===== src/rtl/reboot_ctrl_if.sv =====
// rtl/reboot_ctrl_if.sv - zero-wait-state register bus between a host and reboot_ctrl
interface reboot_ctrl_if;
  logic        mem_valid;
  logic [3:0]  mem_addr;
  logic [31:0] mem_wdata;
  logic [3:0]  mem_wstrb;
  logic        mem_ready;
  logic [31:0] mem_rdata;

  modport master (
    output mem_valid, mem_addr, mem_wdata, mem_wstrb,
    input  mem_ready, mem_rdata
  );

  modport slave (
    input  mem_valid, mem_addr, mem_wdata, mem_wstrb,
    output mem_ready, mem_rdata
  );
endinterface


===== src/rtl/reboot_ctrl.sv =====
// rtl/reboot_ctrl.sv - key-unlocked multiboot reboot sequencer driving the ICAP unit
// Optional watchdog (registers 4/5, STATUS[4]) compiled in with REBOOT_CTRL_WDT_EN.
module reboot_ctrl #(
  parameter logic [24:0] GOLDEN_ADDR = 25'h000000,
  parameter int unsigned PULSE_LEN   = 8
) (
  input  logic         mem_clk,
  input  logic         rst_n,
  reboot_ctrl_if.slave bus,
  input  logic         reboot_key,
  output logic [24:0]  spi_addr,
  output logic         reboot,
  output logic         busy
);

  typedef enum logic [2:0] {
    ST_IDLE   = 3'd0,
    ST_UNLOCK = 3'd1,
    ST_COUNT  = 3'd2,
    ST_FIRE   = 3'd3,
    ST_LOCKED = 3'd4
  } state_e;

  localparam logic [3:0]  REG_ADDR     = 4'd0;
  localparam logic [3:0]  REG_KEY      = 4'd1;
  localparam logic [3:0]  REG_DELAY    = 4'd2;
  localparam logic [3:0]  REG_STATUS   = 4'd3;
  localparam logic [3:0]  REG_WDT_LOAD = 4'd4;
  localparam logic [3:0]  REG_WDT_KICK = 4'd5;
  localparam logic [31:0] KEY_UNLOCK   = 32'h5A5A_0001;
  localparam logic [31:0] KEY_ARM      = 32'hA5A5_0002;
  localparam logic [31:0] KEY_ABORT    = 32'h0000_0000;
  localparam logic [31:0] WDT_KICK_VAL = 32'hC0DE_CAFE;
  localparam logic [7:0]  PULSE_RELOAD = 8'(PULSE_LEN - 1);

  state_e      state_q, state_d;
  logic [15:0] cnt_q, cnt_d;
  logic [7:0]  pulse_q, pulse_d;
  logic [24:0] addr_q;
  logic [15:0] delay_q;
  logic        key_meta_q, key_sync_q, key_prev_q;
  logic        reboot_q, busy_q;
  logic        load_golden;
  logic        wr, key_wr, key_rise;
  logic        wdt_expire, wdt_fired;
  logic [31:0] wdt_load_rd;
  logic [31:0] rdata;

  assign wr       = bus.mem_valid && (bus.mem_wstrb == 4'hF);
  assign key_wr   = wr && (bus.mem_addr == REG_KEY);
  assign key_rise = key_sync_q && !key_prev_q;

  // Priority: watchdog expiry, then push-button edge, then bus KEY writes.
  always_comb begin
    state_d     = state_q;
    cnt_d       = cnt_q;
    pulse_d     = pulse_q;
    load_golden = 1'b0;
    if (wdt_expire && (state_q != ST_FIRE) && (state_q != ST_LOCKED)) begin
      state_d     = ST_FIRE;
      pulse_d     = PULSE_RELOAD;
      load_golden = 1'b1;
    end else if (key_rise && ((state_q == ST_IDLE) || (state_q == ST_UNLOCK))) begin
      state_d     = ST_COUNT;
      cnt_d       = delay_q;
      load_golden = 1'b1;
    end else begin
      case (state_q)
        ST_IDLE: begin
          if (key_wr && (bus.mem_wdata == KEY_UNLOCK)) state_d = ST_UNLOCK;
        end
        ST_UNLOCK: begin
          if (key_wr) begin
            if (bus.mem_wdata == KEY_ARM) begin
              state_d = ST_COUNT;
              cnt_d   = delay_q;
            end else begin
              state_d = ST_IDLE;
            end
          end
        end
        ST_COUNT: begin
          if (key_wr && (bus.mem_wdata == KEY_ABORT)) begin
            state_d = ST_IDLE;
          end else if (cnt_q == 16'd0) begin
            state_d = ST_FIRE;
            pulse_d = PULSE_RELOAD;
          end else begin
            cnt_d = cnt_q - 16'd1;
          end
        end
        ST_FIRE: begin
          if (pulse_q == 8'd0) state_d = ST_LOCKED;
          else                 pulse_d = pulse_q - 8'd1;
        end
        ST_LOCKED: state_d = ST_LOCKED;
        default:   state_d = ST_IDLE;
      endcase
    end
  end

  always_ff @(posedge mem_clk or negedge rst_n) begin
    if (!rst_n) begin
      state_q    <= ST_IDLE;
      cnt_q      <= '0;
      pulse_q    <= '0;
      addr_q     <= '0;
      delay_q    <= '0;
      key_meta_q <= 1'b0;
      key_sync_q <= 1'b0;
      key_prev_q <= 1'b0;
      reboot_q   <= 1'b0;
      busy_q     <= 1'b0;
    end else begin
      key_meta_q <= reboot_key;
      key_sync_q <= key_meta_q;
      key_prev_q <= key_sync_q;
      state_q    <= state_d;
      cnt_q      <= cnt_d;
      pulse_q    <= pulse_d;
      reboot_q   <= (state_d == ST_FIRE);
      busy_q     <= (state_d != ST_IDLE);
      if (load_golden)
        addr_q <= GOLDEN_ADDR;
      else if (wr && (bus.mem_addr == REG_ADDR) && (state_q == ST_IDLE))
        addr_q <= bus.mem_wdata[24:0];
      if (wr && (bus.mem_addr == REG_DELAY) && (state_q == ST_IDLE))
        delay_q <= bus.mem_wdata[15:0];
    end
  end

`ifdef REBOOT_CTRL_WDT_EN
  logic [31:0] wdt_load_q, wdt_cnt_q;
  logic        wdt_run_q, wdt_fired_q;

  assign wdt_expire  = wdt_run_q && (wdt_cnt_q == 32'd0);
  assign wdt_fired   = wdt_fired_q;
  assign wdt_load_rd = wdt_load_q;

  // The counter stops after expiring so a single timeout produces a single reboot.
  always_ff @(posedge mem_clk or negedge rst_n) begin
    if (!rst_n) begin
      wdt_load_q  <= '0;
      wdt_cnt_q   <= '0;
      wdt_run_q   <= 1'b0;
      wdt_fired_q <= 1'b0;
    end else begin
      if (wdt_expire) begin
        wdt_run_q <= 1'b0;
      end else if (wr && (bus.mem_addr == REG_WDT_LOAD)) begin
        wdt_load_q <= bus.mem_wdata;
        wdt_cnt_q  <= bus.mem_wdata;
        wdt_run_q  <= (bus.mem_wdata != 32'd0);
      end else if (wr && (bus.mem_addr == REG_WDT_KICK) && (bus.mem_wdata == WDT_KICK_VAL)) begin
        wdt_cnt_q <= wdt_load_q;
      end else if (wdt_run_q) begin
        wdt_cnt_q <= wdt_cnt_q - 32'd1;
      end
      if (wdt_expire && (state_q != ST_FIRE) && (state_q != ST_LOCKED))
        wdt_fired_q <= 1'b1;
    end
  end
`else
  assign wdt_expire  = 1'b0;
  assign wdt_fired   = 1'b0;
  assign wdt_load_rd = 32'd0;
`endif

  always_comb begin
    rdata = 32'd0;
    if (bus.mem_valid) begin
      case (bus.mem_addr)
        REG_ADDR:     rdata = {7'd0, addr_q};
        REG_DELAY:    rdata = {16'd0, delay_q};
        REG_STATUS:   rdata = {27'd0, wdt_fired, key_sync_q, state_q};
        REG_WDT_LOAD: rdata = wdt_load_rd;
        default:      rdata = 32'd0;
      endcase
    end
  end

  assign bus.mem_ready = bus.mem_valid;
  assign bus.mem_rdata = rdata;
  assign spi_addr      = addr_q;
  assign reboot        = reboot_q;
  assign busy          = busy_q;

endmodule


===== src/flat_wrapper.sv =====
// flat-port wrapper written by rule: the top's interface ports become plain ports
module reboot_ctrl_flat 
#(
  parameter logic [24:0] GOLDEN_ADDR = 25'h000000,
  parameter int unsigned PULSE_LEN   = 8
)
  (mem_clk, rst_n, reboot_key, spi_addr, reboot, busy, bus_mem_valid, bus_mem_addr, bus_mem_wdata, bus_mem_wstrb, bus_mem_ready, bus_mem_rdata);
  reboot_ctrl_if bus_i ();
  input  logic mem_clk;
  input  logic rst_n;
  input  logic reboot_key;
  output logic [24:0] spi_addr;
  output logic reboot;
  output logic busy;
  input wire logic [$bits(bus_i.mem_valid)-1:0] bus_mem_valid;
  input wire logic [$bits(bus_i.mem_addr)-1:0] bus_mem_addr;
  input wire logic [$bits(bus_i.mem_wdata)-1:0] bus_mem_wdata;
  input wire logic [$bits(bus_i.mem_wstrb)-1:0] bus_mem_wstrb;
  output wire logic [$bits(bus_i.mem_ready)-1:0] bus_mem_ready;
  output wire logic [$bits(bus_i.mem_rdata)-1:0] bus_mem_rdata;
  assign bus_i.mem_valid = bus_mem_valid;
  assign bus_i.mem_addr = bus_mem_addr;
  assign bus_i.mem_wdata = bus_mem_wdata;
  assign bus_i.mem_wstrb = bus_mem_wstrb;
  assign bus_mem_ready = bus_i.mem_ready;
  assign bus_mem_rdata = bus_i.mem_rdata;
  reboot_ctrl #(.GOLDEN_ADDR(GOLDEN_ADDR), .PULSE_LEN(PULSE_LEN)) u_core (.mem_clk(mem_clk), .rst_n(rst_n), .bus(bus_i), .reboot_key(reboot_key), .spi_addr(spi_addr), .reboot(reboot), .busy(busy));
endmodule

===== config.mk =====
export PLATFORM = sky130hd
export DESIGN_NAME = reboot_ctrl_flat
export DESIGN_NICKNAME = d
export VERILOG_FILES = /design/src/rtl/reboot_ctrl_if.sv /design/src/rtl/reboot_ctrl.sv /design/src/flat_wrapper.sv
export SDC_FILE = /design/constraint.sdc
export NUM_CORES = 1
export LEC_CHECK = 0
export ABC_AREA = 0
export CAP_MARGIN = 20
export CORE_ASPECT_RATIO = 0.8
export CORE_MARGIN = 2
export CORE_UTILIZATION = 29
export CTS_CLUSTER_DIAMETER = 30
export DETAILED_ROUTE_END_ITERATION = 10
export PLACE_DENSITY_LB_ADDON = 0.1
export SKIP_CTS_REPAIR_TIMING = 1
export SLEW_MARGIN = 10
export SYNTH_ARGS = -nofsm -noshare
export SYNTH_HDL_FRONTEND = slang
export SYNTH_SLANG_ARGS = --single-unit

===== constraint.sdc =====
create_clock -name mem_clk -period 2.6 [get_ports mem_clk]
set_input_delay 0.52 -clock mem_clk [delete_from_list [all_inputs] [get_ports mem_clk]]
set_output_delay 0.52 -clock mem_clk [all_outputs]
set_load 0.02 [all_outputs]

==> impl_metrics.toml <==
[run_status]
outcome = "finished clean"

[route]
firstDrtPassIters = 5
vias = 3792
ant_nets = 0
routed_wl_mm = 13.3
wl_per_cell_um = 17.7
drt_iter0_drc = 197
drc = 0
vias_per_cell = 5.04

[critical_path]
cp.required_ns = 2.86
worst_path_largest_cell_delay_ns = 0.58
worst-path-buf-inv = 2
worstPathCellList = "clkdlybuf4s50_1 > nand3_1 > or4_4 > nor4_4 > nor3_2 > buf_4 > or4_1 > a21oi_1"
critical-path-top-delay-family = "simple AND/OR/NAND/NOR gates"
critPathMaxFanout = 4
endpoint_kind = "flip-flop"
slowest_stage = "or4_4"
r2r_slack_ns = 0.1
worstReg2RegStart = "u_core.state_q[1]$_DFF_PN0_"
critPathKind = "in -> reg"
ff2ff_path_depth = 7
crit_path_start_kind = "primary input"
critPathArrivalTime_ns = 2.76
r2r-end = "u_core.pulse_q[6]$_DFFE_PN0P_"

[yosys]
synthFlopType = "dfrtp_1"
yosys.area.top_type = "dfrtp_1"
ys_ff_latch = 73
ys_types = 59
yosysMostFrequentCell = "nor2_1"
async_flop_share_pct = 100
avgSynthCellArea_um2 = 9.76
synth_top_area_share_pct = 45.3
synth_top_cells_by_count = "86 x nor2_1, 73 x dfrtp_1, 25 x mux2i_1"
yosysWarningCount = 0
synth-edff-count = 0
synthTopCellsByArea = "dfrtp_1 45%, nor2_1 8.0%, mux2i_1 6.2%"
netlist_area_mm2 = 0.00403
ys_seq_area_share_pct = 45.3
synthCells = 413

[cells_and_area]
drive_above_1_share_pct = 25.2
final_nets = 613
synthToLayoutAreaGrowth_pct = 53.2
fin_cells = 752
utilization_pct = 45.6
num_antenna_cells = 0
nFillCells = 1330

[power_and_ir_drop]
ir_drop_uv = 385
intPower_w = 0.00299
pwr-share-seq_pct = 33.2
comb_power_share_pct = 41.7
swShare_pct = 36.2
p_switching_w = 0.00170
power_frac_clock_pct = 25.1
p_per_area_mw_per_mm2 = 760
p_leak_nw = 3.43

[cts]
clock_latency_ns = 0.33
cts_tree = "yes"
cts.sinks = 73
clkTransAtPathRegs_ns = 0.06
clock-root-buffer = "clkbuf_16"
htree_levels = 3
cts_buffers = 9
clock_path_buffers = 2

[timing]
fin_skew_ns = 0.00429
drv_slew = 0
period_minus_slack_ns = 2.50
fmax_ghz = 0.400
report.final.setup_viol = 0
hold_viol_final = 0
period_share_pct = 96.3
rsz0062_at_grt = "yes"

[floorplanning]
initial_core_util_pct = 29.8
die_y_um = 109
die_w_um = 136
placementRows = 38
top_level_ports = 104
die_area_mm2 = 0.0149
coreArea_mm2 = 0.0136

[global_route]
grt_pass1_vias = 3779
antenna_found_initial = 0
grt_max_degree = 46
grt_pass1_wl_mm = 20.9
grtUsageTotal_pct = 18.5
grt-ovfl-total = 0

[job]
max_cap_viol_count = 0

[placed_design]
dp_cells = 732
dp_hpwl_mm = 9.56
gp_congestion = 0.796
port_buffers = 96

[worst_hold_path]
hold_class = "in -> async"
cell type report:
class | count | area [um^2] | area share [%]
clock buffers | 13 | 260 | 4.21
clock inverters | 3 | 15.0 | 0.243
repair buffers | 167 | 1640 | 26.5
multi-input cells | 310 | 2190 | 35.5
inverters | 6 | 22.5 | 0.365
flip-flops and latches | 73 | 1830 | 29.6
well taps | 180 | 225 | 3.65
registers in the layout, indices dropped and copies added (netlist names), 3 cells and up:
| signal | count |
|---|---|
| u_core.spi_addr | 25 |
| u_core.state_q | 3 |
| u_core.pulse_q | 8 |
| u_core.cnt_q | 16 |
| u_core.delay_q | 16 |
worst register-to-register path: stages, from the launching register on:
cell,delay [ns]
dfrtp_1,0.43
or3b_4,0.44
or4_4,0.47
nor4_4,0.20
nor3_2,0.10
buf_4,0.16
or4_1,0.49
a21oi_1,0.15
power by group through the flow:
stage,Clock [W],Combinational (W),Sequential [W]
floorplan,0,0.00112,0.00154
global placement,0,0.00184,0.00155
detailed placement,0,0.00187,0.00156
CTS,0.00121,0.00188,0.00154
global route,0.00127,0.00217,0.00160
finish,0.00118,0.00196,0.00156
stage by stage:
step           TNS (ns)  hold WS (ns)  total power [W]  setup WS (ns)  cell area [um^2]
3_5_place_dp     -19.50         0.341          0.00343         -0.589              5660
3_3_place_gp     -19.54         0.336          0.00340         -0.557              5660
2_1_floorplan         0         0.224          0.00266          0.146              4050
4_1_cts          -10.58         0.134          0.00463         -0.474              5930
6_report              0         0.115          0.00469         0.0970              6180
5_1_grt               0         0.146          0.00503        0.00809              6180
worst max path at each step:
stage                      startpoint                            end  slack (ns)  cells after the start
floorplan             bus_mem_addr[1]          u_core.busy$_DFF_PN0_        0.15                      6
global placement     bus_mem_wdata[9]  u_core.pulse_q[7]$_DFFE_PN0P_       -0.56                     10
detailed placement   bus_mem_wdata[9]  u_core.pulse_q[7]$_DFFE_PN0P_       -0.59                     10
CTS                   bus_mem_addr[0]               bus_mem_rdata[4]       -0.47                      6
global route          bus_mem_addr[0]  u_core.pulse_q[7]$_DFFE_PN0P_       0.008                     10
finish              bus_mem_wdata[21]  u_core.pulse_q[6]$_DFFE_PN0P_         0.1                      8
kinds of logic (layout without fill, tap and decap cells):
| kind of cell | Yosys count | in the layout | synth area share [%] |
|---|---|---|---|
| xor+xnor | 3 | 3 | 0.652 |
| simple gates | 176 | 176 | 24.1 |
| flops | 73 | 73 | 45.3 |
| buf+inv | 36 | 189 | 4.19 |
| mux | 47 | 47 | 12.4 |
| compound gates | 75 | 75 | 12.7 |
| fa+ha+maj | 2 | 2 | 0.621 |
| other cells | 1 | 7 | 0.0930 |
cells in the final DEF (no fill, tap or decap), types with 4 or more instances in the layout:
cell type,instances
a21oi_1,12
a22oi_1,16
a31oi_1,7
and3_1,11
buf_4,64
buf_6,4
clkbuf_16,9
clkdlybuf4s50_1,54
conb_1,7
dfrtp_1,73
dlymetal6s2s_1,40
inv_1,4
mux2_2,20
mux2i_1,25
nand2_1,10
nand2b_1,4
nand3_1,4
nand4_1,5
nor2_1,85
nor3_1,4
nor4_1,6
nor4_2,5
nor4_4,5
o21ai_0,13
o22a_1,4
or3_1,4
or4_1,4
routing by layer:
layer	track usage [%]	share of wire, %
met4	4.84	0.61
met5	0	0
met1	26.6	49
met2	27.6	44
met3	4.75	6.5
Power figures use the tool's default switching activity.
